**src/rtl/fsk_pkg.sv**
```systemverilog
// rtl/fsk_pkg.sv - FSK framing states and frame constants shared by the receive and transmit framers
package fsk_pkg;

    typedef enum logic [1:0] {
        HUNT,
        PAYLOAD,
        PARITY,
        COMPLETE
    } fsk_state_e;

    localparam int                    DEF_DATA_W       = 12;
    localparam int                    DEF_SYNC_W       = 8;
    localparam logic [DEF_SYNC_W-1:0] DEF_SYNC_PATTERN = 8'hA5;

endpackage

```
**src/rtl/fsk_sync_detect.sv**
```systemverilog
// rtl/fsk_sync_detect.sv - sync word shift register with match on the post-shift value
module fsk_sync_detect
    import fsk_pkg::*;
#(
    parameter int                SYNC_W  = DEF_SYNC_W,
    parameter logic [SYNC_W-1:0] PATTERN = DEF_SYNC_PATTERN
) (
    input  logic clk,
    input  logic rst,
    input  logic tick,
    input  logic din,
    input  logic clear,
    output logic match
);

    logic [SYNC_W-1:0] sr;
    logic [SYNC_W-1:0] sr_next;

    assign sr_next = {sr[SYNC_W-2:0], din};
    // Match looks at the value the register is about to hold, so the frame
    // starts on the same edge that shifts in the last sync bit.
    assign match   = tick && !clear && (sr_next == PATTERN);

    always_ff @(posedge clk or negedge rst) begin
        if (!rst) begin
            sr <= '0;
        end else if (clear) begin
            sr <= '0;
        end else if (tick) begin
            sr <= sr_next;
        end
    end

endmodule

```
**src/rtl/fsk_frame_rx.sv**
```systemverilog
// rtl/fsk_frame_rx.sv - FSK receive framer: sync hunt, codeword capture, valid/ready output; option FSK_RX_PARITY_EN
module fsk_frame_rx
    import fsk_pkg::*;
#(
    parameter int                DATA_W       = DEF_DATA_W,
    parameter int                SYNC_W       = DEF_SYNC_W,
    parameter logic [SYNC_W-1:0] SYNC_PATTERN = DEF_SYNC_PATTERN,
    parameter int                ERR_CNT_W    = 8
) (
    input  logic                 clk,
    input  logic                 rst,
    input  logic                 bit_tick,
    input  logic                 din,
    output logic [DATA_W-1:0]    word,
    output logic                 word_valid,
    input  logic                 word_ready,
    output logic                 overrun,
    output logic                 in_frame,
    output logic [ERR_CNT_W-1:0] err_count
);

    localparam int CNT_W = $clog2(DATA_W + 1);
    localparam logic [CNT_W-1:0] LAST_BIT = CNT_W'(DATA_W - 1);

    fsk_state_e        state;
    logic [DATA_W-1:0] payload;
    logic [CNT_W-1:0]  bit_cnt;
    logic              sync_tick;
    logic              sync_clear;
    logic              sync_match;
    logic              parity_bad;

    assign sync_tick = bit_tick && (state == HUNT);

`ifdef FSK_RX_PARITY_EN
    assign parity_bad = (state == PARITY) && bit_tick && (din != ^payload);
`else
    assign parity_bad = 1'b0;
    assign err_count  = '0;
`endif

    // Wiping the sync register at frame end stops payload tail bits from
    // combining with the next sync into a false match.
    assign sync_clear = (state == COMPLETE) || parity_bad;

    fsk_sync_detect #(
        .SYNC_W  (SYNC_W),
        .PATTERN (SYNC_PATTERN)
    ) u_sync (
        .clk   (clk),
        .rst   (rst),
        .tick  (sync_tick),
        .din   (din),
        .clear (sync_clear),
        .match (sync_match)
    );

    always_ff @(posedge clk or negedge rst) begin
        if (!rst) begin
            state      <= HUNT;
            payload    <= '0;
            bit_cnt    <= '0;
            word       <= '0;
            word_valid <= 1'b0;
            overrun    <= 1'b0;
            in_frame   <= 1'b0;
`ifdef FSK_RX_PARITY_EN
            err_count  <= '0;
`endif
        end else begin
            if (word_valid && word_ready) begin
                word_valid <= 1'b0;
            end
            case (state)
                HUNT: begin
                    if (sync_match) begin
                        bit_cnt  <= '0;
                        state    <= PAYLOAD;
                        in_frame <= 1'b1;
                    end
                end
                PAYLOAD: begin
                    if (bit_tick) begin
                        payload <= {payload[DATA_W-2:0], din};
                        bit_cnt <= bit_cnt + CNT_W'(1);
                        if (bit_cnt == LAST_BIT) begin
`ifdef FSK_RX_PARITY_EN
                            state <= PARITY;
`else
                            state <= COMPLETE;
`endif
                        end
                    end
                end
`ifdef FSK_RX_PARITY_EN
                PARITY: begin
                    if (bit_tick) begin
                        if (parity_bad) begin
                            state    <= HUNT;
                            in_frame <= 1'b0;
                            if (err_count != '1) begin
                                err_count <= err_count + ERR_CNT_W'(1);
                            end
                        end else begin
                            state <= COMPLETE;
                        end
                    end
                end
`endif
                COMPLETE: begin
                    // A completion overrides a same-cycle handshake clear.
                    word       <= payload;
                    word_valid <= 1'b1;
                    if (word_valid && !word_ready) begin
                        overrun <= 1'b1;
                    end
                    state    <= HUNT;
                    in_frame <= 1'b0;
                end
                default: begin
                    state    <= HUNT;
                    in_frame <= 1'b0;
                end
            endcase
        end
    end

endmodule

```
**config.mk**
```make
export PLATFORM = sky130hd
export DESIGN_NAME = fsk_frame_rx
export DESIGN_NICKNAME = d
export VERILOG_FILES = /design/src/rtl/fsk_pkg.sv /design/src/rtl/fsk_sync_detect.sv /design/src/rtl/fsk_frame_rx.sv
export SDC_FILE = /design/constraint.sdc
export NUM_CORES = 1
export LEC_CHECK = 0
export BUFFER_PORTS_ARGS = -buffer_cell sky130_fd_sc_hd__buf_2
export CAP_MARGIN = 0
export CORE_UTILIZATION = 35
export DETAILED_ROUTE_END_ITERATION = 10
export GPL_ROUTABILITY_DRIVEN = 0
export PLACE_DENSITY_LB_ADDON = 0.12
export SYNTH_ARGS = -nofsm -noshare
export SYNTH_HDL_FRONTEND = slang
export SYNTH_SLANG_ARGS = --single-unit
```
**constraint.sdc**
```tcl
create_clock -name clk -period 1.75 [get_ports clk]
set_clock_uncertainty 0.15 [all_clocks]
set_input_delay 0.0875 -clock clk [delete_from_list [all_inputs] [get_ports clk]]
set_output_delay 0.0875 -clock clk [all_outputs]
set_load 0.01 [all_outputs]
```
Word-level counts from Yosys, hierarchy flattened
Index checks and enable logic that the tools add are counted.
{"block": "totals", "register_bits": 40, "inputBits": 5, "out_inout_bits": 23, "word_cells": 46}
{"block": "op_classes", "add_sub_neg": 1, "eq_ne": 7, "mux": 13, "bitwise_logic": 1, "n_reduce_logical": 16}
{"cell": "two-way mux 7 bit", "n": 2}
{"cell": "equality test 8 bit (second input constant)", "n": 1}
{"cell": "two-way mux 4 bit", "n": 2}
{"cell": "case mux 4 bit (2 select lines)", "n": 1}
{"cell": "two-way mux 2 bit", "n": 3}
{"cell": "!= test 2 bit (second input constant)", "n": 3}
{"cell": "AND reduction 2 bit", "n": 3}
{"cell": "AND reduction 3 bit", "n": 2}
{"cell": "nonzero test 2 bit", "n": 3}
{"cell": "logical AND 1 bit", "n": 5}
{"cell": "adder 4 x 1 -> 4 bit (second input constant)", "n": 1}
{"cell": "equality test 4 bit (second input constant)", "n": 1}
{"cell": "case mux 2 bit (2 select lines)", "n": 1}
{"cell": "two-way mux 1 bit", "n": 3}
{"cell": "equality test 2 x 1 -> 1 bit (second input constant)", "n": 1}
{"cell": "equality test 2 bit (second input constant)", "n": 1}
{"cell": "zero test 1 bit", "n": 2}
{"cell": "zero test 2 bit", "n": 1}
{"cell": "case mux 1 bit (2 select lines)", "n": 1}
{"cell": "NOT 1 bit", "n": 1}

Depth between registers and ports, before layout
Gate-level depths: netlist of run 1.
{"block": "logic_depth", "depth_word": 6, "mapped_depth": 5, "depth_no_buf": 4}

Hierarchy
A second synthesis of run 1 with hierarchy kept.
{"block": "unflattened", "cells_unflattened": 122, "area_unflattened_um2": 1695.4}
{"module": "fsk_frame_rx", "n_inst": 1, "cells_each": 96, "area_each_um2": 1377.6, "seq_area_each_um2": 825.8}
{"module": "fsk_sync_detect", "n_inst": 1, "cells_each": 26, "area_each_um2": 317.8, "seq_area_each_um2": 175.2}

Least setup slack after synthesis of run 1
Ideal clock, no wire load.
{"block": "synth_path", "path_type": "register -> register", "from": "reg state[0]", "to": "reg word[0]", "setup_ps": 125, "arrival_time_ps": 1189, "required_ps": 1475, "slack_ps": 287, "path_stages_with_launch": 5, "n_path_buf": 2, "synth_period_minus_slack_ps": 1463, "path_cell_list": "dfrtp_1 -> buf_4 -> nand2_1 -> buf_2 -> mux2_2"}
{"block": "synth_between", "elab_chain_cells": 1}
{"element": "start, declared", "line": "fsk_frame_rx.sv:25", "rtl": "fsk_state_e state;"}
{"element": "start signal, assigned", "line": "fsk_frame_rx.sv:60", "rtl": "state <= HUNT;"}
{"element": "start signal, assigned", "line": "fsk_frame_rx.sv:78", "rtl": "state <= PAYLOAD;"}
{"element": "start signal, assigned", "line": "fsk_frame_rx.sv:90", "rtl": "state <= COMPLETE;"}
{"element": "equality test 2 bit", "line": "fsk_frame_rx.sv:74", "rtl": "case (state)"}
{"element": "end signal, assigned", "line": "fsk_frame_rx.sv:112", "rtl": "word <= payload;"}
{"element": "end, declared", "line": "fsk_frame_rx.sv:14", "rtl": "output logic [DATA_W-1:0] word,"}
No other way between the ends.
A chain may end at the register's enable or synchronous reset.

Worst setup path in the final report of run 1
{"block": "layout_path", "from": "reg state[1]", "to": "reg bit_cnt[3]"}
{"block": "layout_between", "elab_chain_cells": 6, "word_cells_on_any_way": 12, "cone_classes": "eq/ne: 4; mux: 1; reduce/logical: 7"}
{"element": "equality test 2 bit / zero test 2 bit (equally long branches)", "line": "fsk_frame_rx.sv:44, fsk_frame_rx.sv:33, fsk_frame_rx.sv:74"}
{"element": "zero test 1 bit / logical AND 1 bit (equally long branches)", "line": "fsk_sync_detect.sv:22, fsk_frame_rx.sv:33"}
{"element": "logical AND 1 bit (2 in series)", "line": "fsk_sync_detect.sv:22", "rtl": "assign match = tick && !clear && (sr_next == PATTERN);"}
{"element": "!= test 2 bit (no source line)"}
{"element": "AND reduction 3 bit (no source line)"}
{"element": "end signal, assigned", "line": "fsk_frame_rx.sv:85", "rtl": "bit_cnt <= bit_cnt + CNT_W'(1);"}
{"element": "end, declared", "line": "fsk_frame_rx.sv:27", "rtl": "logic [CNT_W-1:0] bit_cnt;"}
Parallel ways exist; a longest one is shown, timed or not.

==> results of run 1 <==
## state kept, by name, summed over array words and instances, names as in the netlist
name and count:
u_sync.sr 7, in_frame 1, word 12, state 2, word_valid 1, bit_cnt 4, payload 12, overrun 1
## layout by cell type, fill, tap and decap left out, types with 2 or more instances in the layout
cell type	netlist	final
sky130_fd_sc_hd__clkbuf_8	0	5
sky130_fd_sc_hd__a22oi_1	5	5
sky130_fd_sc_hd__o21ai_1	2	2
sky130_fd_sc_hd__nor2_1	2	2
sky130_fd_sc_hd__nand2_1	8	8
sky130_fd_sc_hd__dfrtp_1	40	40
sky130_fd_sc_hd__buf_4	11	4
sky130_fd_sc_hd__buf_2	1	19
sky130_fd_sc_hd__conb_1	1	8
sky130_fd_sc_hd__dlygate4sd3_1	0	3
sky130_fd_sc_hd__a22o_1	2	2
sky130_fd_sc_hd__nor2b_1	2	2
sky130_fd_sc_hd__o21ai_0	3	3
sky130_fd_sc_hd__mux2_2	24	24
sky130_fd_sc_hd__a21o_1	2	2
sky130_fd_sc_hd__nand3_1	2	2
sky130_fd_sc_hd__o2bb2ai_1	5	5
## final cells by class
| class | count | area [um2] | share of cell area [%] |
|---|---|---|---|
| Clock buffer | 6 | 72.6 | 3.73 |
| Clock inverter | 2 | 35.0 | 1.80 |
| Inverter | 1 | 3.75 | 0.193 |
| Timing Repair Buffer | 26 | 155 | 7.96 |
| Multi-Input combinational cell | 78 | 616 | 31.6 |
| Sequential cell | 40 | 1000 | 51.4 |
| Tap cell | 52 | 65.1 | 3.34 |
## Yosys cell counts, drive strengths merged, types with 2 or more instances
library cell / count / area share [%]
o2bb2ai: 5 / 2.6
nor2: 2 / 0.44
o21ai: 5 / 1.5
nand3: 2 / 0.59
mux2: 24 / 16
a21o: 2 / 0.88
dfrtp: 40 / 59
buf: 13 / 5.8
nand2: 8 / 1.8
a22oi: 5 / 2.2
a22o: 2 / 1.0
nor2b: 2 / 0.74
## worst paths after layout
check	start	to	slack, ns	cells past startpoint
max	state[1]	bit_cnt[3]	0.16	3
max in group asynchronous	rst	payload[7]	0.87	3
min	bit_tick	state[1]	0.03	3
max reg2reg	state[1]	bit_cnt[3]	0.16	3
min in group asynchronous	rst	bit_cnt[2]	0.23	3
min reg2reg	overrun	overrun	0.33	1
## per-stage QoR
stage               utilization, %  worst slack [ns]
floorplan                        -             0.287
global placement              40.2             0.206
detailed placement            40.2             0.126
CTS                           43.3             0.125
global route                  43.3            0.0521
finish                        43.3             0.155
## power by group
group | total, mW | switching [mW] | internal, mW
clock | 0.732 | 0.309 | 0.423
sequential | 1.12 | 0.0973 | 1.02
combinational | 0.217 | 0.103 | 0.114
total | 2.07 | 0.509 | 1.56
## cell families (layout without fill, tap and decap cells)
| logic type | after synthesis | in the layout | share of synthesized area, % |
|---|---|---|---|
| flip-flops | 40 | 40 | 59.0 |
| multiplexers | 24 | 24 | 15.9 |
| AND/OR/NAND/NOR | 23 | 23 | 8.41 |
| AO/OA/AOI/OAI | 21 | 21 | 8.92 |
| buffers and inverters | 15 | 35 | 6.27 |
| adder cells (fa/ha/maj) | 1 | 1 | 0.737 |
| other | 1 | 8 | 0.221 |
| XOR/XNOR | 1 | 1 | 0.516 |
## worst register-to-register path: stages (launching register included)
cell and delay, ns:
sky130_fd_sc_hd__dfrtp_1 0.48, sky130_fd_sc_hd__nand3b_4 0.33, sky130_fd_sc_hd__or3_1 0.40, sky130_fd_sc_hd__a21oi_1 0.15
## per-layer routing
layer	up-vias	wire length, um	track usage, %
met5	-	0	0
met4	0	14	4.58
li1	482	-	-
met3	4	135	4.64
met2	28	1400	21.5
met1	519	1280	15.0
==> results.toml, run 1 <==
[cells_and_area]
design.final.nets = 158
num_antenna_cells = 0
final-instance-count-excl-fill = 205
finalInstanceArea_um2 = 1950
n_fill_cell = 434
post_route_cells_drive_above_1_share_pct = 35.9
area_delta_synth_final_pct = 14.8

[critical_path]
critPathLaunchType = "flip-flop"
cp_slowest_stage_delay_ns = 0.48
arrival_ns = 1.65
crit_slowest_cell = "sky130_fd_sc_hd__dfrtp_1"
buffers_and_inverters_on_the_worst_path = 0
setup.worst_path.end_class = "flip-flop"
critPathKind = "reg2reg"
worstPathMaxFanout = 17
cp_top_family = "simple AND/OR/NAND/NOR gates"
crit_required_ns = 1.81
critical_path.cell_chain = "nand3b_4, or3_1, a21oi_1"

[sta]
maxSlewHeadroom_pct = 66.5
worst_pin_slew_ns = 0.503
fin_crit_sh_pct = 91.1
max_clock_freq_ghz = 0.627
finalSetupTns_ns = 0
finalMaxSlewViolations = 0
rsz0062_at_grt = "no"
report.final.hold_viol_count = 0
finalSetupViolCount = 0
finalCriticalPeriod_ns = 1.59
hold-worst-slack_ns = 0.0338

[clocking]
tritoncts_num_sinks = 40
post_cts.resized_instances = 0
tritoncts.num_buffers = 5
clk_pin_slew_ns = 0.07
post_cts_repair_setup_buffers = 0
tritoncts = "built"
clk_path_buf_depth = 2
clock_latency_of_the_later_clocked_register_in_the_worst_skew_pair_ns = 0.29
htree_num_levels = 2
cts-root-buf = "sky130_fd_sc_hd__clkbuf_8"
ctsHoldBuffers = 3

[synth]
post_synthesis_instance_area_um2 = 1700
synth_async_sr_flop_share_pct = 100
ys_dominant_reg_cell = "sky130_fd_sc_hd__dfrtp_1"
syn_inst = 126
ys_types = 31
synth_enable_flop_cells = 0
postSynthAreaPerCell_um2 = 13.5
ys_ff_latch = 40
synth-seq-area-share_pct = 59.0
synthesis.yosys.warnings = 0

[grt]
grt_antenna_before_repair = 0
grt_pass1_wl_mm = 4.97
gr-total-overflow = 0
global_route.usage.total_pct = 12.8
grt_max_degree = 41
first_global_vias = 1046

[floorplanning]
design.portCount = 28
std_cell_rows = 24
die-area_um2 = 5130
die_h_um = 71.6
core-area_um2 = 4500
initial_utilization_pct = 37.7
dieWidth_um = 71.6

[run]
max-cap-violations = 0

[placement]
detailed_place_hpwl_mm = 1.88
buffer_ports.inserted = 19
placed_cells = 194
detailed_place.area_um2 = 1810

[drt]
drt.antenna.violating_nets = 0
detail_route.first_pass.iterations = 4
drtIter0Drc = 50
vias_per_cell = 5.04
vias = 1033
drc_violation_count_after_routing = 0
drt_wl_total_mm = 2.83
route.detailed.wl_per_inst_um = 13.8

[power]
power.total_mw = 2.07
ir_drop_mv = 0.419
leakage_power_total_nw = 1.04
power.density_nw_per_um2 = 1060

[status]
run_status = "completed"

[worst_hold_path]
min-delay-path-class = "in2reg"
(Power assumes the default switching activity.)
==> run 2, diff against run 1 <==
Settings changed: CORE_UTILIZATION 35 to 54, GPL_TIMING_DRIVEN set to 0.
==> run 2 against run 1 <==
  * The flow now finishes with violations (design-rule violations)
  * Routed wire length down 0.78%
  * First-iteration DRC count down 12%
  * Final cell count unchanged
  * Via count up 1.8%
  * Critical endpoint is now word[4]
  * Largest cell class unchanged
  * Highest routed layer unchanged
==> results.toml, run 2 (same netlist as run 1, synthesis figures left out) <==
[status]
run_status = "finished with violations"
violations = "design-rule violations"

[power]
power.density_nw_per_um2 = 944
clkPwrFrac_pct = 27.2
p_switching_mw = 0.492
power.combinational.fraction_pct = 13.1
cell_internal_power_dissipation_mw = 1.37
power.share.sequential_pct = 59.8
power.switching_fraction_pct = 26.4
ir_drop_mv = 0.526
leakage_power_total_nw = 1.07

[cells_and_area]
area_delta_synth_final_pct = 16.4
final-instance-count-excl-fill = 205
layout.cells.most_common = "sky130_fd_sc_hd__dfrtp_1"
layout_common_cells = "sky130_fd_sc_hd__dfrtp_1, sky130_fd_sc_hd__mux2_2, sky130_fd_sc_hd__buf_2"
num_antenna_cells = 0
reg.largest.list = "payload: 12 flops, word: 12 flops, u_sync.sr: 7 flops"
postLayoutCoreUtil_pct = 68.7
post_route_cells_drive_above_1_share_pct = 39.3
design.final.nets = 169

[critical_path]
crit_required_ns = 1.83
critPathLaunchType = "flip-flop"
setup.worst_path.end_class = "flip-flop"
worstPathMaxFanout = 10
critPathKind = "reg2reg"
setup.reg_to_reg.worst_slack_ns = 0.12
arrival_ns = 1.71
worst-r2r-cell-count = 4
rr_endpoint = "word[4]"
worst_r2r_startpoint = "state[0]"

[drt]
detail_route.first_pass.iterations = 7
vias = 1052
route.detailed.wl_per_inst_um = 13.7
vias_per_cell = 5.13
drt.antenna.violating_nets = 0
drc_violation_count_after_routing = 4
drtIter0Drc = 44
drt_wl_total_mm = 2.80

[floorplanning]
initial_utilization_pct = 59.0
design.portCount = 28
die-area_um2 = 3370
die_h_um = 58.1
core-area_um2 = 2880
dieWidth_um = 58.1
std_cell_rows = 19

[clocking]
post_cts_repair_setup_buffers = 0
cts-root-buf = "sky130_fd_sc_hd__clkbuf_4"
htree_num_levels = 2
tritoncts = "built"
clock_latency_of_the_later_clocked_register_in_the_worst_skew_pair_ns = 0.34
post_cts.resized_instances = 0
clk_path_buf_depth = 2
tritoncts_num_sinks = 40
tritoncts.num_buffers = 5
clk_pin_slew_ns = 0.11

[sta]
setup_slack_ns = 0.122
finalSetupViolCount = 0
fin_crit_sh_pct = 93.0
maxSlewHeadroom_pct = 43.6
worst_pin_slew_ns = 0.846
finalMaxSlewViolations = 0
finalCriticalPeriod_ns = 1.63
max_clock_freq_ghz = 0.614
finalSetupTns_ns = 0
report.final.hold_viol_count = 0
rsz0062_at_grt = "no"

[placement]
worst_setup_slack_before_clock_tree_synthesis_ns = 0.120
detailed_place_hpwl_mm = 1.86
placed_cells = 194
buffer_ports.inserted = 19

[run]
max-cap-violations = 0

[worst_hold_path]
min-delay-path-class = "in2async"

[grt]
grt_pass1_wl_mm = 4.77
global_route.usage.total_pct = 19.3
grt_antenna_before_repair = 0
grt_max_degree = 41
gr-total-overflow = 0
first_global_vias = 1055
==> run 2: cell types whose count changed in the layout (fill, tap and decap cells not counted), sizes merged <==
| cell | previous run | this run |
|---|---|---|
| buf | 23 | 32 |
| clkbuf | 6 | 8 |
| clkinv | 1 | 0 |
| bufinv | 1 | 0 |
| dlygate4sd3 | 3 | 4 |
==> run 2: layer usage <==
layer  track usage [%]  up-vias  wire length, um
met3              4.91        7              125
met1              23.1      509             1200
li1                  -      507                -
met4              10.5        0               61
met5                 0        -                0
met2              32.0       29             1420
==> run 2: worst max-delay path by stage <==
stage / cells after the start / end / start
final: 4 / word[4] / state[0]
after floorplan: 4 / word[0] / state[0]
after detailed placement: 4 / word[9] / state[0]
after CTS: 4 / word[9] / state[1]
after global routing: 4 / word[0] / state[0]
after global placement: 4 / word[2] / state[0]
==> run 2: repair_timing <==
| item | 4_1_cts | 5_1_grt |
|---|---|---|
| endpoints found under the hold margin | 45 | 0 |
| setup endpoints to repair | 0 | 0 |
| hold buffers | 4 | 0 |
==> run 2: layout make-up <==
class	instances	area (um2)
sequential	40	1000
fill	225	901
multi-input combinational	78	616
timing repair buffer	23	135
buffer	14	103
clock buffer	7	65.1
tap	42	52.6
inverter	1	3.75
==> run 2: power by group through the flow <==
stage	clock, mW	sequential [mW]	combinational, mW
after CTS	0.521	1.11	0.247
final	0.507	1.11	0.243
after detailed placement	0	1.13	0.240
after floorplan	0	1.10	0.181
after global placement	0	1.12	0.229
after global routing	0.550	1.13	0.278
==> run 2: per-stage QoR <==
step | power, mW | hold WS [ns] | instance area, um2
5_1_grt | 1.96 | 0.329 | 1980
6_report | 1.86 | 0.251 | 1980
3_5_place_dp | 1.37 | 0.0954 | 1870
4_1_cts | 1.88 | 0.249 | 1980
2_1_floorplan | 1.28 | -0.358 | 1720
3_3_place_gp | 1.35 | 0.0793 | 1870
==> run 2: worst max-delay path, cell delays in order, from the launching register on <==
cell	delay (ns)
sky130_fd_sc_hd__dfrtp_1	0.38
sky130_fd_sc_hd__buf_4	0.17
sky130_fd_sc_hd__nand2_1	0.18
sky130_fd_sc_hd__buf_2	0.28
sky130_fd_sc_hd__mux2_2	0.36
==> run 3, diff against run 2 <==
Settings changed: PLACE_DENSITY set to 0.75, PLACE_DENSITY_LB_ADDON 0.12 to unset.
==> run 3 against run 2 <==
  * The flow still finishes with violations (design-rule violations)
  * Combinational power is essentially flat
  * Worst setup slack lost 0.0041 ns
  * Fmax shrank 0.25%
  * Via count grew 1.3%
  * Final area shrank 0.82%
  * Global-route usage shrank 0.090 points
  * Sequential share of layout area grew 0.42 points
  * Count of clock-buffer cells in the layout shrank 1
  * First-iteration DRC count shrank 55%
  * Die area is the same
  * Largest power group unchanged
==> results.toml, run 3 (same netlist as run 1, synthesis figures left out) <==
[status]
run_status = "finished with violations"
violations = "design-rule violations"

[clocking]
cts-root-buf = "sky130_fd_sc_hd__clkbuf_4"
clock_latency_of_the_later_clocked_register_in_the_worst_skew_pair_ns = 0.32
tritoncts_num_sinks = 40
tritoncts.num_buffers = 5
htree_num_levels = 2
clk_pin_slew_ns = 0.11
tritoncts = "built"
clk_path_buf_depth = 2

[sta]
report.final.hold_viol_count = 0
max_clock_freq_ghz = 0.613
finalSetupTns_ns = 0
worst_pin_slew_ns = 0.846
maxSlewHeadroom_pct = 43.6
finalSetupViolCount = 0
finalMaxSlewViolations = 0
rsz0062_at_grt = "no"
setup_slack_ns = 0.118
finalCriticalPeriod_ns = 1.63
hold-worst-slack_ns = 0.247
fin_crit_sh_pct = 93.3

[grt]
grt_pass1_wl_mm = 4.82
first_global_vias = 1043
global_route.usage.total_pct = 19.2
gr-total-overflow = 0
grt_antenna_before_repair = 0
grt_max_degree = 41

[critical_path]
critical_path.cell_chain = "buf_4, nand2_1, clkbuf_4, mux2_2"
critPathKind = "reg2reg"
crit_required_ns = 1.81
arrival_ns = 1.69
worst-r2r-cell-count = 4
setup.worst_path.end_class = "flip-flop"
critical_path_depth = 4
critPathLaunchType = "flip-flop"
buffers_and_inverters_on_the_worst_path = 2
worstPathMaxFanout = 10
cp_slowest_stage_delay_ns = 0.38
crit_slowest_cell = "sky130_fd_sc_hd__dfrtp_1"
cp_top_family = "buffers and inverters"

[power]
power.share.sequential_pct = 63.0
ir_drop_mv = 0.679
p_switching_mw = 0.464
leakage_power_total_nw = 1.06
power.total_mw = 1.76
cell_internal_power_dissipation_mw = 1.29
power.density_nw_per_um2 = 897
power.switching_fraction_pct = 26.4
clkPwrFrac_pct = 23.2
power.combinational.fraction_pct = 13.8

[drt]
drt_wl_total_mm = 2.80
vias = 1066
drtIter0Drc = 20
drc_violation_count_after_routing = 3
drt.antenna.violating_nets = 0
vias_per_cell = 5.20
detail_route.first_pass.iterations = 7
route.detailed.wl_per_inst_um = 13.7

[floorplanning]
die-area_um2 = 3370
initial_utilization_pct = 59.0
die_h_um = 58.1
core-area_um2 = 2880
design.portCount = 28
dieWidth_um = 58.1
std_cell_rows = 19

[run]
max-cap-violations = 0

[cells_and_area]
layout.cells.most_common = "sky130_fd_sc_hd__dfrtp_1"
area_delta_synth_final_pct = 15.5
design.final.nets = 169
num_antenna_cells = 0
post_route_cells_drive_above_1_share_pct = 38.7
layout_common_cells = "sky130_fd_sc_hd__dfrtp_1, sky130_fd_sc_hd__mux2_2, sky130_fd_sc_hd__buf_2"
n_fill_cell = 231
reg.largest.list = "payload: 12 flops, word: 12 flops, u_sync.sr: 7 flops"

[placement]
worst_setup_slack_before_clock_tree_synthesis_ns = 0.0760
buffer_ports.inserted = 19
detailed_place_hpwl_mm = 2.02

[worst_hold_path]
min-delay-path-class = "in2async"
## run 3: changes by cell type in the layout (fill, tap and decap cells not counted), sizes merged
cell    before  now
clkinv       0    1
buf         32   31
## run 3: final timing paths
path	startpoint	to	slack (ns)
worst max-delay path	state[0]	word[0]	0.12
worst min-delay path	rst	payload[10]	0.25
worst max register to register	state[0]	word[0]	0.12
worst min register to register	in_frame	in_frame	0.34
max in group asynchronous	rst	word[0]	0.67
min in group clk	in_frame	in_frame	0.34
## run 3: timing repair
action / 4_1_cts / 5_1_grt
hold endpoints to repair: 45 / 0
resized for setup: 0 / 1
setup endpoints to repair: 0 / 2
hold buffers: 4 / 0
buffers inserted: 0 / 0
## run 3: per-layer routing
layer | vias up | part of all wire, % | GRT usage [%]
met2 | 25 | 49 | 32.5
li1 | 507 | - | -
met3 | 4 | 3.8 | 6.47
met1 | 530 | 46 | 24.2
met5 | - | 0 | 0
met4 | 0 | 1.0 | 4.08
## run 3: through the flow
stage	utilization (%)	cell area, um2	cells
after floorplan	-	1720	133
after global placement	65.0	1870	194
after detailed placement	65.0	1870	194
after CTS	68.0	1960	205
after global routing	68.1	1960	205
final	68.1	1960	205
## run 3: area by class of cell
class                           instances  area, um2  area share, %
Sequential cell                        40       1000           51.1
Multi-Input combinational cell         78        616           31.4
Timing Repair Buffer                   23        135           6.90
Buffer                                 14        105           5.36
Tap cell                               42       52.6           2.68
Clock buffer                            6       41.3           2.11
Clock inverter                          1       5.00          0.255
Inverter                                1       3.75          0.192
## run 3: power by group through the flow
stage	clock (mW)	sequential [mW]	combinational, mW
after detailed placement	0	1.12	0.238
after global placement	0	1.12	0.229
after global routing	0.459	1.12	0.271
final	0.408	1.11	0.242
after floorplan	0	1.10	0.181
after CTS	0.421	1.11	0.245
